[src/rtl/router_pkg.sv]
// Shared router definitions: the source-tag encoding (also used as the demux selector)
// and the merge arbiter's FSM states.
package router_pkg;

  localparam logic [1:0] SRC_PORT0 = 2'b00;
  localparam logic [1:0] SRC_PORT1 = 2'b01;
  localparam logic [1:0] SRC_NONE  = 2'b11;

  typedef enum logic [1:0] {
    ST_IDLE = 2'd0,
    ST_OWN0 = 2'd1,
    ST_OWN1 = 2'd2
  } state_t;

  function automatic logic [1:0] src_of(input logic port);
    return port ? SRC_PORT1 : SRC_PORT0;
  endfunction

endpackage

[src/rtl/merge_out_reg.sv]
// Registered output stage of the merger: holds data/valid/last/src under ready/valid
// handshaking, and drops the tag back to "none" once a word drains with nothing behind it.
module merge_out_reg
  import router_pkg::*;
#(
  parameter int size = 2
) (
  input  logic            clk,
  input  logic            rst_n,
  input  logic            load,
  input  logic [size-1:0] load_data,
  input  logic            load_last,
  input  logic [1:0]      load_src,
  input  logic            ready_out,
  output logic [size-1:0] data_out,
  output logic            valid_out,
  output logic            last_out,
  output logic [1:0]      src_out
);

  always_ff @(posedge clk or negedge rst_n) begin
    if (!rst_n) begin
      data_out  <= '0;
      valid_out <= 1'b0;
      last_out  <= 1'b0;
      src_out   <= SRC_NONE;
    end else if (load) begin
      data_out  <= load_data;
      valid_out <= 1'b1;
      last_out  <= load_last;
      src_out   <= load_src;
    end else if (valid_out && ready_out) begin
      // data_out is deliberately left holding the drained word
      valid_out <= 1'b0;
      last_out  <= 1'b0;
      src_out   <= SRC_NONE;
    end
  end

endmodule

[src/rtl/merge_arbiter.sv]
// Two-to-one packet merger: round-robin at packet granularity, the owning port streams
// until its last beat, with one IDLE bubble between packets.
module merge_arbiter
  import router_pkg::*;
#(
  parameter int size = 2
) (
  input  logic            clk,
  input  logic            rst_n,
  input  logic [size-1:0] data0,
  input  logic            valid0,
  input  logic            last0,
  output logic            ready0,
  input  logic [size-1:0] data1,
  input  logic            valid1,
  input  logic            last1,
  output logic            ready1,
  output logic [size-1:0] dataOut,
  output logic            validOut,
  output logic            lastOut,
  output logic [1:0]      srcOut,
  input  logic            readyOut,
  output logic            busy
);

  state_t state, state_next;
  logic   last_grant, last_grant_next;
  logic   slot_free;
  logic   accept0, accept1;

  // Combinational readyOut -> readyx path lets a draining word be replaced in the same cycle
  assign slot_free = ~validOut | readyOut;
  assign ready0    = (state == ST_OWN0) & slot_free;
  assign ready1    = (state == ST_OWN1) & slot_free;
  assign accept0   = valid0 & ready0;
  assign accept1   = valid1 & ready1;
  assign busy      = (state != ST_IDLE);

  always_ff @(posedge clk or negedge rst_n) begin
    if (!rst_n) begin
      state      <= ST_IDLE;
      last_grant <= 1'b1;
    end else begin
      state      <= state_next;
      last_grant <= last_grant_next;
    end
  end

  always_comb begin
    state_next      = state;
    last_grant_next = last_grant;
    case (state)
      ST_IDLE: begin
        if (valid0 && valid1)
          state_next = last_grant ? ST_OWN0 : ST_OWN1;
        else if (valid0)
          state_next = ST_OWN0;
        else if (valid1)
          state_next = ST_OWN1;
      end
      ST_OWN0: begin
        if (accept0 && last0) begin
          state_next      = ST_IDLE;
          last_grant_next = 1'b0;
        end
      end
      ST_OWN1: begin
        if (accept1 && last1) begin
          state_next      = ST_IDLE;
          last_grant_next = 1'b1;
        end
      end
      default: state_next = ST_IDLE;
    endcase
  end

  merge_out_reg #(.size(size)) u_out_reg (
    .clk       (clk),
    .rst_n     (rst_n),
    .load      (accept0 | accept1),
    .load_data (accept1 ? data1 : data0),
    .load_last (accept1 ? last1 : last0),
    .load_src  (src_of(accept1)),
    .ready_out (readyOut),
    .data_out  (dataOut),
    .valid_out (validOut),
    .last_out  (lastOut),
    .src_out   (srcOut)
  );

endmodule

[config.mk]
export PLATFORM = sky130hd
export DESIGN_NAME = merge_arbiter
export DESIGN_NICKNAME = d
export VERILOG_FILES = /design/src/rtl/router_pkg.sv /design/src/rtl/merge_out_reg.sv /design/src/rtl/merge_arbiter.sv
export SDC_FILE = /design/constraint.sdc
export NUM_CORES = 1
export LEC_CHECK = 0
export BUFFER_PORTS_ARGS = -buffer_cell sky130_fd_sc_hd__buf_2
export CAP_MARGIN = 0
export CORE_AREA = 2 2 39 41
export CTS_BUF_LIST = sky130_fd_sc_hd__clkbuf_8
export DETAILED_ROUTE_END_ITERATION = 7
export DIE_AREA = 0 0 41 43
export PLACE_DENSITY_LB_ADDON = 0.05
export SKIP_CTS_REPAIR_TIMING = 1
export SLEW_MARGIN = 20
export SYNTH_ARGS = -nofsm -noshare
export SYNTH_HDL_FRONTEND = slang
export SYNTH_HIERARCHICAL = 1
export SYNTH_SLANG_ARGS = --single-unit
[constraint.sdc]
create_clock -name clk -period 1.9 [get_ports clk]
set_clock_uncertainty 0.2 [all_clocks]
set_input_delay 0.285 -clock clk [delete_from_list [all_inputs] [get_ports clk]]
set_output_delay 0.285 -clock clk [all_outputs]
set_load 0.02 [all_outputs]
==> out/metrics.yaml, run 1 <==
critical_path:
  arrival_ns: 1.76
  cp-end-kind: "flop"
  start_kind: "flop"
  worstPathRequired_ns: 1.81
  path_class: "flop to flop"
  crit_path_max_fanout: 5
timing:
  rsz0062_at_grt: "yes"
  hold_viol: 0
  finalCriticalPeriod_ns: 1.85
  setup_viol: 0
  setup_ws_ns: 0.0541
  drv_slew: 0
  whs_ns: 0.131
  post-route-period-util_pct: 97.2
  max_freq_mhz: 542
layout:
  layout_commonest_cell: "buf_2"
  nets: 88
  final_cell_mix: "buf_2 (19), buf_4 (8), dfrtp_1 (5), nand2_1 (4), a21oi_1 (4)"
  syn2layout_area_growth_pct: 46.7
  antenna_cells: 0
  layout-drive-gt1-share_pct: 53.9
  final_cells: 92
pwr:
  power_per_cell_area_nw_per_um2: 1680
  p_int_mw: 0.774
  p_comb_share_pct: 53.3
  switchingPower_mw: 0.448
  leakagePower_nw: 0.374
  ir_drop_mv: 0.688
  pwr-share-clk_pct: 17.3
  switching_share_pct: 36.7
  sequentialPowerShare_pct: 29.4
synthesis:
  synth.net_count: 57
  yosysUniqueCellTypes: 23
  ys_seq_area_share_pct: 46.2
  ys.warnings.count: 6
  synth_cells: 46
  synth-seq-cells: 9
  syn_area_um2: 495
  syn_avg_cell_area_um2: 10.8
global_routing:
  track_usage_pct: 15.2
  grt_pass1_vias: 427
  overflow: 0
  grt_pass1_wl_um: 1770
  grt_start_max_net_pins: 10
  antenna_found_initial: 0
clock_network:
  clock-root-buffer: "clkbuf_8"
  clk_latency_ns: 0.23
  cts.sinks: 9
  cts.htree.levels: 1
  clk_pin_slew_ns: 0.04
  cts_made_buffers: 3
  clock_path_buffers: 2
  cts_tree: "built"
floorplan:
  chipWidth_um: 41
  die_area_um2: 1760
  pin_count: 20
  start_util_pct: 35.8
  core_um2: 1380
  num_rows: 14
  fp.dieH_um: 43
placement:
  pre_cts_ws_ns: 0.0406
  globalplace.congestion: 0.644
  dp_cells: 85
  portBuffers: 19
  hpwl_um: 843
outcome:
  status: "complete, no violations"
detailed_routing:
  postRouteAntennaNets: 0
  totalWireLength_um: 1120
  vias_per_cell: 4.67
  drt_first_pass_iters: 1
  wl_per_cell_um: 12.1
  drc_errors: 0
  vias: 430
  drtIter0Drc: 0
worst_hold_path:
  hold_path.class: "primary input to flop"
run:
  cap_violations: 0
sequential cells by signal, indices dropped and copies added (netlist names):
register             count
u_out_reg/src_out        2
u_out_reg/data_out       2
u_out_reg/last_out       1
state                    2
u_out_reg/valid_out      1
last_grant               1
path summary, 6_finish.rpt:
check,cells after the start,to,slack [ns],startpoint
max in group asynchronous,2,u_out_reg/src_out[1],1.02,rst_n
min,2,last_grant,0.13,last1
max reg2reg,5,u_out_reg/data_out[1],0.05,u_out_reg/valid_out
min in group asynchronous,2,u_out_reg/data_out[1],0.24,rst_n
min reg2reg,2,u_out_reg/src_out[1],0.31,u_out_reg/src_out[1]
max,5,u_out_reg/data_out[1],0.05,u_out_reg/valid_out
cell families after synthesis:
kind of cell | count (synthesis) | share of synthesized area [%]
AOI/OAI and AO/OA | 10 | 13.1
buffers and inverters | 3 | 4.04
DFF | 9 | 46.2
muxes | 5 | 12.9
other | 1 | 0.757
and+or+nand+nor | 18 | 23.0
critical path: stages (launching register included):
cell and delay, ns:
dfrtp_2 0.39, nor2b_4 0.12, nor4bb_1 0.26, buf_4 0.19, mux2_1 0.32, mux2_4 0.25
power by group through the flow:
stage	registers, mW	clock network, mW	logic (mW)
after floorplan	0.449	0	0.328
after global placement	0.362	0	0.623
after detailed placement	0.360	0	0.627
after CTS	0.359	0.219	0.630
after global routing	0.373	0.229	0.708
final	0.359	0.212	0.651
metrics by stage:
step	cell area, um^2	utilization, %	TNS, ns	power, mW
after floorplan	502	-	0	0.778
after global placement	646	46.7	0	0.985
after detailed placement	646	46.7	0	0.987
after CTS	691	49.9	0	1.21
after global routing	727	52.5	-0.0252	1.31
final	727	52.5	0	1.22
cell usage after synthesis (all sizes together):
| cell | n | area [um^2] |
|---|---|---|
| a211oi | 1 | 7.51 |
| a21o | 2 | 15.0 |
| a21oi | 4 | 20.0 |
| a22o | 2 | 17.5 |
| buf | 2 | 16.3 |
| conb | 1 | 3.75 |
| dfrtp | 6 | 150 |
| dfstp | 3 | 78.8 |
| inv | 1 | 3.75 |
| mux2 | 5 | 63.8 |
| nand2 | 4 | 15.0 |
| nand2b | 1 | 6.26 |
| nand3b | 1 | 7.51 |
| nor2 | 3 | 11.3 |
| nor2b | 4 | 32.5 |
| nor3b | 2 | 15.0 |
| nor4bb | 1 | 10.0 |
| o21ai | 1 | 5.00 |
| or2 | 1 | 6.26 |
| or4b | 1 | 10.0 |
metal layers:
layer	vias up	share of wire (%)	track usage, %
li1	218	-	-
met5	-	0	0
met1	199	48	20.1
met2	13	47	23.1
met4	0	0	4.00
met3	0	5.1	4.71
area by class of cell:
cell class              instances  area (um^2)
clock buffers                   3         41.3
clock inverters                 1         3.75
fillers                       145          657
inverters                       1         3.75
multi-input cells              34          263
flip-flops and latches          9          230
well taps                      16         20.0
repair buffers                 28          165
(Power assumes the default switching activity.)
==> inputs of run 2 (changes only) <==
--- a/config.mk
+++ b/config.mk
@@ -11,7 +11,7 @@
 export CTS_BUF_LIST = sky130_fd_sc_hd__clkbuf_8
 export DETAILED_ROUTE_END_ITERATION = 7
 export DIE_AREA = 0 0 41 43
-export PLACE_DENSITY_LB_ADDON = 0.05
+export PLACE_DENSITY = 0.67
 export SKIP_CTS_REPAIR_TIMING = 1
 export SLEW_MARGIN = 20
 export SYNTH_ARGS = -nofsm -noshare
==> out/metrics.yaml, run 2 (synthesis gave the netlist of run 1 again) <==
layout:
  syn2layout_area_growth_pct: 41.4
  multiInputGateArea_um2: 251
  reg.largest.list: "state x2, u_out_reg/data_out x2, u_out_reg/src_out x2"
  layout-drive-gt1-share_pct: 50.0
  final_area_um2: 701
  nets: 86
  final_cell_mix: "buf_2 (19), buf_4 (6), dfrtp_1 (5), nand2_1 (4), a21oi_1 (4)"
  fill_cells: 136
  layout_commonest_cell: "buf_2"
  register_area_um2: 230
  antenna_cells: 0
global_routing:
  grt_pass1_wl_um: 1620
  antenna_found_initial: 0
  overflow: 0
  track_usage_pct: 13.7
  grt_pass1_vias: 394
  grt_start_max_net_pins: 10
timing:
  setup_viol: 0
  hold_viol: 0
  rsz0062_at_grt: "yes"
  setup_ws_ns: 0.0675
  drv_slew: 0
  post-route-period-util_pct: 96.4
  max_freq_mhz: 546
  finalCriticalPeriod_ns: 1.83
floorplan:
  core_um2: 1380
  pin_count: 20
  fp.dieH_um: 43
  die_area_um2: 1760
  start_util_pct: 35.8
  num_rows: 14
  chipWidth_um: 41
critical_path:
  arrival_ns: 1.74
  worstPathRequired_ns: 1.81
  path_class: "flop to flop"
  cp-end-kind: "flop"
  crit_path_max_fanout: 6
  start_kind: "flop"
clock_network:
  clk_pin_slew_ns: 0.04
  clk_latency_ns: 0.23
  cts_made_buffers: 3
  clock_path_buffers: 2
  cts.sinks: 9
  cts.htree.levels: 1
  clock-root-buffer: "clkbuf_8"
  cts_tree: "built"
detailed_routing:
  vias: 432
  drt_first_pass_iters: 4
  drc_errors: 0
  drtIter0Drc: 6
  vias_per_cell: 4.80
  postRouteAntennaNets: 0
  wl_per_cell_um: 11.1
  totalWireLength_um: 1000
pwr:
  power_mw: 1.19
  leakagePower_nw: 0.362
  power_per_cell_area_nw_per_um2: 1700
  ir_drop_mv: 0.599
placement:
  placed_area_um2: 646
  globalplace.congestion: 0.656
  hpwl_um: 815
  portBuffers: 19
  pre_cts_ws_ns: 0.0475
run:
  cap_violations: 0
outcome:
  status: "complete, no violations"
worst_hold_path:
  hold_path.class: "primary input to flop"
run 2: cell type report:
cell class	count	share of cell area [%]
flip-flops and latches	9	32.9
repair buffers	26	21.4
clock inverters	1	0.536
multi-input cells	34	35.9
well taps	16	2.86
inverters	1	0.536
clock buffers	3	5.89
run 2: routing by layer:
metal / track usage, % / vias up / share of wire (%)
li1: - / 215 / -
met1: 19.1 / 203 / 46
met2: 19.7 / 14 / 47
met3: 3.14 / 0 / 6.6
met4: 6.00 / 0 / 0
met5: 0 / - / 0
run 2: final timing paths:
path,start,to,slack [ns],cells after the start
worst max-delay path,u_out_reg/valid_out,u_out_reg/data_out[0],0.07,5
min in group asynchronous,rst_n,u_out_reg/data_out[0],0.24,2
worst min register to register,u_out_reg/data_out[1],u_out_reg/data_out[1],0.30,1
worst max register to register,u_out_reg/valid_out,u_out_reg/data_out[0],0.07,5
max in group asynchronous,rst_n,u_out_reg/src_out[0],1.02,2
worst min-delay path,last1,last_grant,0.12,2
run 2: per-stage QoR:
stage | hold WS (ns) | instances | TNS, ns | utilization (%)
final | 0.117 | 90 | 0 | 50.6
after global routing | 0.136 | 90 | -0.0265 | 50.6
after CTS | -0.290 | 89 | 0 | 49.9
after detailed placement | -0.0469 | 85 | 0 | 46.7
after global placement | -0.0543 | 85 | 0 | 46.7
after floorplan | -0.211 | 46 | 0 | -
run 2: power by group:
group | internal, mW | switching [mW] | leakage, nW
Sequential | 0.308 | 0.0477 | 0.104
Combinational | 0.304 | 0.319 | 0.231
Clock | 0.140 | 0.0712 | 0.0269
run 2: critical path: stages (launching register included):
cell and delay [ns]:
dfrtp_2 0.39, nor2b_4 0.12, nor4bb_1 0.24, buf_4 0.19, mux2_1 0.32, mux2_4 0.25
